<file path="src/rtl/pc_gen.sv">
// Program-counter generator: next-PC selection with priority redirects, hold handling,
// a latched pending redirect, target alignment trapping and a one-cycle boot state.
module pc_gen #(
    parameter int              XLEN      = 32,
    parameter logic [XLEN-1:0] RESET_VEC = XLEN'(32'h0000_0000),
    parameter logic [XLEN-1:0] EXC_VEC   = XLEN'(32'h0000_0380),
    parameter int              INC       = 4
) (
    input  logic            clk,
    input  logic            rst_n,
    input  logic            stall,
    input  logic            if_ready,
    input  logic            branch_taken,
    input  logic [XLEN-1:0] branch_target,
    input  logic            jr_valid,
    input  logic [XLEN-1:0] jr_target,
    input  logic            jump_valid,
    input  logic [XLEN-1:0] jump_target,
    input  logic            exc_req,
    input  logic            eret,
    input  logic [XLEN-1:0] epc,
    output logic [XLEN-1:0] pc_out,
    output logic [XLEN-1:0] pc_plus,
    output logic            if_valid,
    output logic            redirect_pend,
    output logic            addr_err,
    output logic [XLEN-1:0] bad_vaddr
);

    localparam logic [XLEN-1:0] INC_V      = XLEN'(INC);
    localparam logic [XLEN-1:0] ALIGN_MASK = XLEN'(INC - 1);

    typedef enum logic {BOOT, RUN} state_t;

    state_t          state_q, state_d;
    logic [XLEN-1:0] pc_q, pc_d;
    logic            pend_q, pend_d;
    logic [XLEN-1:0] ptgt_q, ptgt_d;
    logic            addr_err_q, addr_err_d;
    logic [XLEN-1:0] bad_vaddr_q, bad_vaddr_d;

    logic            hold;
    logic            redir;
    logic [XLEN-1:0] redir_tgt;
    logic            apply;
    logic [XLEN-1:0] apply_tgt;

    assign pc_plus = pc_q + INC_V;

    always_comb begin
        state_d     = state_q;
        pc_d        = pc_q;
        pend_d      = pend_q;
        ptgt_d      = ptgt_q;
        addr_err_d  = 1'b0;
        bad_vaddr_d = bad_vaddr_q;
        hold        = stall | ~if_ready;
        redir       = branch_taken | jr_valid | jump_valid;
        apply       = 1'b0;
        apply_tgt   = '0;

        // EX-stage redirects are older than the ID-stage jump, so they win
        if (branch_taken)    redir_tgt = branch_target;
        else if (jr_valid)   redir_tgt = jr_target;
        else                 redir_tgt = jump_target;

        if (state_q == BOOT) begin
            state_d = RUN;
        end else if (exc_req) begin
            pc_d   = EXC_VEC;
            pend_d = 1'b0;
        end else begin
            if (eret) begin
                apply     = 1'b1;
                apply_tgt = epc;
            end else if (redir && hold) begin
                pend_d = 1'b1;
                ptgt_d = redir_tgt;
            end else if (redir) begin
                apply     = 1'b1;
                apply_tgt = redir_tgt;
            end else if (pend_q && !hold) begin
                apply     = 1'b1;
                apply_tgt = ptgt_q;
            end else if (!hold) begin
                pc_d = pc_plus;
            end

            // Alignment is checked only when a target is actually applied
            if (apply) begin
                pend_d = 1'b0;
                if ((apply_tgt & ALIGN_MASK) != '0) begin
                    pc_d        = EXC_VEC;
                    addr_err_d  = 1'b1;
                    bad_vaddr_d = apply_tgt;
                end else begin
                    pc_d = apply_tgt;
                end
            end
        end
    end

    always_ff @(posedge clk or negedge rst_n) begin
        if (!rst_n) begin
            state_q     <= BOOT;
            pc_q        <= RESET_VEC;
            pend_q      <= 1'b0;
            ptgt_q      <= '0;
            addr_err_q  <= 1'b0;
            bad_vaddr_q <= '0;
        end else begin
            state_q     <= state_d;
            pc_q        <= pc_d;
            pend_q      <= pend_d;
            ptgt_q      <= ptgt_d;
            addr_err_q  <= addr_err_d;
            bad_vaddr_q <= bad_vaddr_d;
        end
    end

    assign pc_out        = pc_q;
    assign if_valid      = (state_q == RUN);
    assign redirect_pend = pend_q;
    assign addr_err      = addr_err_q;
    assign bad_vaddr     = bad_vaddr_q;

endmodule
</file>
<file path="config.mk">
export PLATFORM = sky130hd
export DESIGN_NAME = pc_gen
export DESIGN_NICKNAME = d
export VERILOG_FILES = /design/src/rtl/pc_gen.sv
export SDC_FILE = /design/constraint.sdc
export NUM_CORES = 1
export LEC_CHECK = 0
export ABC_AREA = 0
export CAP_MARGIN = 40
export CORE_MARGIN = 1.5
export CORE_UTILIZATION = 40
export DETAILED_ROUTE_END_ITERATION = 10
export GPL_ROUTABILITY_DRIVEN = 0
export GPL_TIMING_DRIVEN = 0
export HOLD_SLACK_MARGIN = 0.08
export PLACE_DENSITY_LB_ADDON = 0.05
export REMOVE_ABC_BUFFERS = 1
export SKIP_CTS_REPAIR_TIMING = 1
export SLEW_MARGIN = 20
export SYNTH_ARGS = -nofsm -noshare
export SYNTH_HDL_FRONTEND = slang
export SYNTH_SLANG_ARGS = --single-unit
</file>
<file path="constraint.sdc">
create_clock -name clk -period 2.39 [get_ports clk]
set_input_delay 0.3585 -clock clk [delete_from_list [all_inputs] [get_ports clk]]
set_output_delay 0.3585 -clock clk [all_outputs]
set_load 0.02 [all_outputs]
</file>
==> results of run 1 <==
worst paths after layout:
path	start	end	slack [ns]	cells after the start
max in group asynchronous	rst_n	pc_out[13]	1.24	3
min in group asynchronous	rst_n	addr_err	0.49	2
min	ptgt_q[5]	ptgt_q[5]	0.48	2
min reg2reg	ptgt_q[5]	ptgt_q[5]	0.48	2
max	pc_out[3]	pc_plus[26]	-0.23	7
max reg2reg	redirect_pend	pc_out[6]	0.31	5
critical path: cells and delay by family (launching register included):
family | cells | cell delay [ns]
adder cells (fa/ha/maj) | 1 | 0.18
flip-flops | 1 | 0.42
buffers and inverters | 2 | 0.37
AND/OR/NAND/NOR | 3 | 0.78
XOR/XNOR | 1 | 0.15
flip-flops by register name, indices dropped and copies added (netlist names):
register and count:
if_valid 1, addr_err 1, pc_out 32, ptgt_q 32
bad_vaddr 32, redirect_pend 1
cell families after synthesis:
logic type | count (synthesis) | synth area share, %
compound gates | 158 | 18.5
xor+xnor | 28 | 4.11
fa+ha+maj | 1 | 0.210
buf+inv | 81 | 5.85
flops | 99 | 41.5
mux | 92 | 16.2
other cells | 1 | 0.0629
simple gates | 164 | 13.5
area by class of cell:
| class | count | area, um2 | share of cell area, % |
|---|---|---|---|
| clock buffer | 9 | 225 | 2.37 |
| clock inverter | 6 | 57.6 | 0.606 |
| inverter | 28 | 105 | 1.11 |
| multi-input combinational | 444 | 3390 | 35.7 |
| sequential | 99 | 2500 | 26.3 |
| tap | 184 | 230 | 2.43 |
| timing repair buffer | 301 | 2980 | 31.4 |
synthesized netlist by cell type, types with 3 or more instances:
| library cell | number | area share, % |
|---|---|---|
| a31oi_1 | 4 | 0.42 |
| buf_2 | 18 | 1.5 |
| mux2i_1 | 57 | 9.6 |
| inv_1 | 28 | 1.8 |
| nor2b_1 | 6 | 0.63 |
| and2_1 | 6 | 0.63 |
| o21ai_0 | 54 | 4.5 |
| a21boi_0 | 3 | 0.38 |
| nor2_1 | 23 | 1.4 |
| dfrtp_1 | 99 | 42 |
| o211ai_1 | 5 | 0.63 |
| mux2_2 | 35 | 6.6 |
| o211a_1 | 4 | 0.67 |
| a222oi_1 | 20 | 3.4 |
| nand2_1 | 65 | 4.1 |
| o221ai_1 | 9 | 1.3 |
| o22ai_1 | 7 | 0.73 |
| and4_1 | 3 | 0.44 |
| nand4_1 | 11 | 1.2 |
| and3_1 | 7 | 0.73 |
| nand3_1 | 14 | 1.2 |
| a221o_1 | 8 | 1.3 |
| a21oi_1 | 18 | 1.5 |
| nor3_1 | 6 | 0.50 |
| xor2_1 | 13 | 1.9 |
| nand2b_1 | 4 | 0.42 |
| a221oi_1 | 6 | 0.88 |
| a21o_1 | 4 | 0.50 |
| or3_1 | 4 | 0.42 |
| xnor2_1 | 15 | 2.2 |
| nand3b_1 | 3 | 0.38 |
| buf_4 | 6 | 0.75 |
| clkbuf_1 | 28 | 1.8 |
| nor4_1 | 7 | 0.73 |
| a41oi_1 | 5 | 0.73 |
stage by stage:
stage	setup slack (ns)	instance area (um2)	util, %
CTS	-1.33	8870	61.1
detailed placement	-0.934	8590	59.1
floorplan	-0.586	5720	-
finish	-0.230	9490	65.3
global placement	-3.56	8300	57.1
global route	-0.328	9490	65.3
routing by layer:
metal	vias up	part of all wire, %	track usage (%)	routed length [um]
li1	2817	-	-	-
met1	2895	41	30.0	8200
met2	233	50	42.4	10100
met3	28	7.3	7.70	1470
met4	0	1.7	6.28	351
met5	-	0	0	0
power groups by stage:
stage	registers [mW]	clock network, mW	logic [mW]
2_1_floorplan	2.61	0	0.697
3_3_place_gp	2.35	0	2.09
3_5_place_dp	2.38	0	2.14
4_1_cts	2.35	1.47	2.15
5_1_grt	2.43	1.55	2.33
6_report	2.38	1.45	2.18
==> run summary, run 1 <==
slowest stage delay, CP - 0.42 ns
Routed WL per cell - 18.8 um
Clock Latency Late Sink - 0.35 ns
Async S/R FF share, synth - 100%
row count - 44
total power - 6.01 mW
routed vias - 5973
CTS buffer count - 9
most frequent CP cell - buf_4
final setup violation count - 11
PortBufs - 235
starting density of the core - 41.0%
dpl cells - 1009
Final Routed Wirelength - 20100 um
pwr/cell area - 633 nW/um2
first-pass GRT wire length - 30700 um
Synth warnings - 0
Hold Fails Final Rpt - 0
Avg Inst Size Synth - 9.56 um2
CP max-delay cell - dfrtp_2
TNS Setup - -1.35 ns
Clock Tree Root - clkbuf_16
Die Y - 125 um
Die Width - 125 um
diode count - 0
largest fanout on the critical path - 8
most frequent cells in the layout - clkdlybuf4s50_1 (206), dfrtp_1 (83), nand2_1 (65)
Post-DP HPWL - 14900 um
CTS Sinks - 99
# DRC - 0
Worst Skew - 0.00840 ns
core area - 14500 um2
critical path startpoint category - register
Cells after Synth - 624
failing checks - negative setup slack
CTS tree - yes
Post-synth EDFFs - 0
Cell Count, Final, Fillers Out - 1071
P_sw - 2.02 mW
Detail Route Antenna Nets - 0
layout cells sized above 1 - 20.6%
vias in the first global route - 5780
die area - 15700 um2
worst-path cell chain - ha_4, nand3_4, nor4_4, buf_4, and4_2, xor2_2, buf_4
Reg power frac - 39.6%
CTS HTree Levels - 3
Seq/Total Area, Yosys - 41.5%
io pins - 236
maximum root-to-sink buffer count - 2
initial antenna violation count - 0
Leakage - 4.20 nW
gr ovfl total - 0
RSZ-0062 raised after global routing - yes
fillers - 1269
Clock power frac - 24.1%
Worst-path clk slew - 0.07 ns
Final WS setup - -0.230 ns
critical path class - register to output pin
Worst Max-Slew Pin Slew - 0.628 ns
max_cap viols - 0
Global Route Usage Sum - 24.6%
Worst Path Required - 2.03 ns
crit end category - output pin
Max-slew headroom - 58.0%
Final Cycle Share - 110%
final worst path period need - 2.62 ns
Final nets - 1021
sw frac - 33.7%
synth-to-layout area growth - 59.1%
Yosys reg bits - 99
prevailing post-synth register cell - dfrtp_1
worst hold slack - 0.480 ns
Via density - 5.58
library cells used by synthesis - 50
most common cell after layout, fill and taps aside - clkdlybuf4s50_1
Comb pwr share - 36.3%
status - complete, but fails checks
CP arrival - 2.26 ns
max-slew violations - 0
Peak supply drop - 0.000407 V
Fmax - 382 MHz
drt first pass iters - 8
HP Class - register to register
Internal Dissipation - 3.98 mW
Syn Std Cell Area - 5970 um2
Iter 0 DRT Violations - 413
pin count of the biggest net entering global routing - 59
(Power assumes the default switching activity.)
==> run 2: changes to the inputs <==
CORE_MARGIN = 8   (was 1.5)
SLEW_MARGIN = 25   (was 20)
==> run 2 against run 1 <==
Net effect:
- critical path type unchanged
- sequential share of layout area is 0.16 points lower
- first-iteration DRC count down 0.24%
- global-route usage shrank 2.8 points
- the run still ends with negative setup slack left
- die area increased by 22%
- setup slack better by 0.011 ns
- clock skew down 0.0043 ns
==> run summary, run 2 (synthesis gave the netlist of run 1 again) <==
status - complete, but fails checks
failing checks - negative setup slack
final worst path period need - 2.61 ns (-0.0109 ns)
Post-DP HPWL - 16700 um (+12%)
synth-to-layout area growth - 60.0%
Multi-input gate area - 3440 um2 (+1.3%)
PortBufs - 235 (unchanged)
maximum root-to-sink buffer count - 2 (unchanged)
Final WS setup - -0.219 ns (+0.0109 ns)
Final nets - 1009 (-1.2%)
Clock Tree Root - clkbuf_16
drt first pass iters - 6 (-2)
total power - 6.42 mW (+6.8%)
Clock Latency Late Sink - 0.35 ns (about the same)
fillers - 1190 (-6.2%)
register area - 2500 um2 (about the same)
most frequent cells in the layout - clkdlybuf4s50_1 (205), dfrtp_1 (84), nand2_1 (62)
Cell Count, Final, Fillers Out - 1059 (-1.1%)
max_cap viols - 0 (unchanged)
dpl cells - 1010 (+0.099%)
Fmax - 383 MHz (+0.42%)
Worst Skew - 0.00413 ns (-0.00427 ns)
worst hold slack - 0.488 ns (+0.00724 ns)
vias in the first global route - 6032 (+4.4%)
most common cell after layout, fill and taps aside - clkdlybuf4s50_1
Final Cycle Share - 109% (-0.46 points)
critical path class - register to output pin
max-slew violations - 0 (unchanged)
die area - 19100 um2 (+22%)
HP Class - register to register
Hold Fails Final Rpt - 0 (unchanged)
crit end category - output pin
post-layout util - 65.7% (+0.38 points)
layout cells sized above 1 - 20.3% (-0.29 points)
critical path startpoint category - register
final setup violation count - 11 (unchanged)
Worst Path Required - 2.03 ns (about the same)
RSZ-0062 raised after global routing - yes
CP arrival - 2.25 ns (about the same)
row count - 44 (unchanged)
Max-slew headroom - 58.7% (+0.73 points)
Peak supply drop - 0.000357 V (-12%)
diode count - 0 (unchanged)
Detail Route Antenna Nets - 0 (unchanged)
Die Y - 138 um (+10%)
pre-CTS setup slack - -0.905 ns (+0.0292 ns)
CTS Sinks - 99 (unchanged)
first-pass GRT wire length - 34000 um (+11%)
CTS buffer count - 9 (unchanged)
initial antenna violation count - 0 (unchanged)
Iter 0 DRT Violations - 412 (-0.24%)
starting density of the core - 41.0% (unchanged)
core area - 14500 um2 (unchanged)
io pins - 236 (unchanged)
# DRC - 0 (unchanged)
routed vias - 5967 (-0.10%)
Routed WL per cell - 20.5 um (+9.5%)
Global Route Usage Sum - 21.8% (-2.8 points)
pin count of the biggest net entering global routing - 52 (-12%)
Die Width - 138 um (+10%)
largest fanout on the critical path - 8 (unchanged)
Leakage - 4.24 nW (+0.84%)
CTS HTree Levels - 3 (unchanged)
Via density - 5.63 (+1.0%)
pwr/cell area - 672 nW/um2 (+6.2%)
Worst Max-Slew Pin Slew - 0.615 ns (-0.0128 ns)
Final Routed Wirelength - 21800 um (+8.3%)
CTS tree - yes
gr ovfl total - 0 (unchanged)
Worst-path clk slew - 0.07 ns (about the same)
run 2: layout make-up:
cell class              count  area share [%]
clock inverters             5            1.31
well taps                 184            2.41
clock buffers              10            2.50
inverters                  28            1.10
multi-input cells         444            36.0
repair buffers            289            30.5
flip-flops and latches     99            26.1
run 2: where the power goes:
group | leakage [nW] | internal [mW] | switching (mW) | total (mW)
Sequential | 1.23 | 2.05 | 0.321 | 2.37
Clock | 0.179 | 1.15 | 0.666 | 1.82
Combinational | 2.83 | 1.14 | 1.09 | 2.23
run 2: stage by stage:
| stage | TNS, ns | area, um2 |
|---|---|---|
| global placement | -620.01 | 8300 |
| finish | -1.33 | 9550 |
| global route | -2.43 | 9550 |
| CTS | -24.08 | 9000 |
| detailed placement | -32.14 | 8630 |
| floorplan | -20.74 | 5720 |
run 2: path summary, 6_finish.rpt:
kind / start / endpoint / slack, ns / cells after the start
hold reg to reg: ptgt_q[21] / ptgt_q[21] / 0.49 / 2
min in group asynchronous: rst_n / addr_err / 0.51 / 2
max in group asynchronous: rst_n / pc_out[12] / 1.22 / 3
setup / recovery: pc_out[2] / pc_plus[22] / -0.22 / 7
hold / removal: ptgt_q[21] / ptgt_q[21] / 0.49 / 2
setup reg to reg: pc_out[2] / pc_out[22] / 0.35 / 7
run 2: per-layer routing:
metal,track usage [%],vias to the layer above,wire [um]
met1,26.1,2942,9060
met2,37.6,209,11000
met5,0,-,0
met3,5.65,15,1480
li1,-,2801,-
met4,6.06,0,243
run 2: critical path, stage by stage (launching register included):
cell	delay (ns)
dfrtp_2	0.42
ha_4	0.16
nand3_4	0.19
nor4_4	0.33
buf_6	0.19
nand4_1	0.19
xnor2_2	0.25
buf_4	0.17
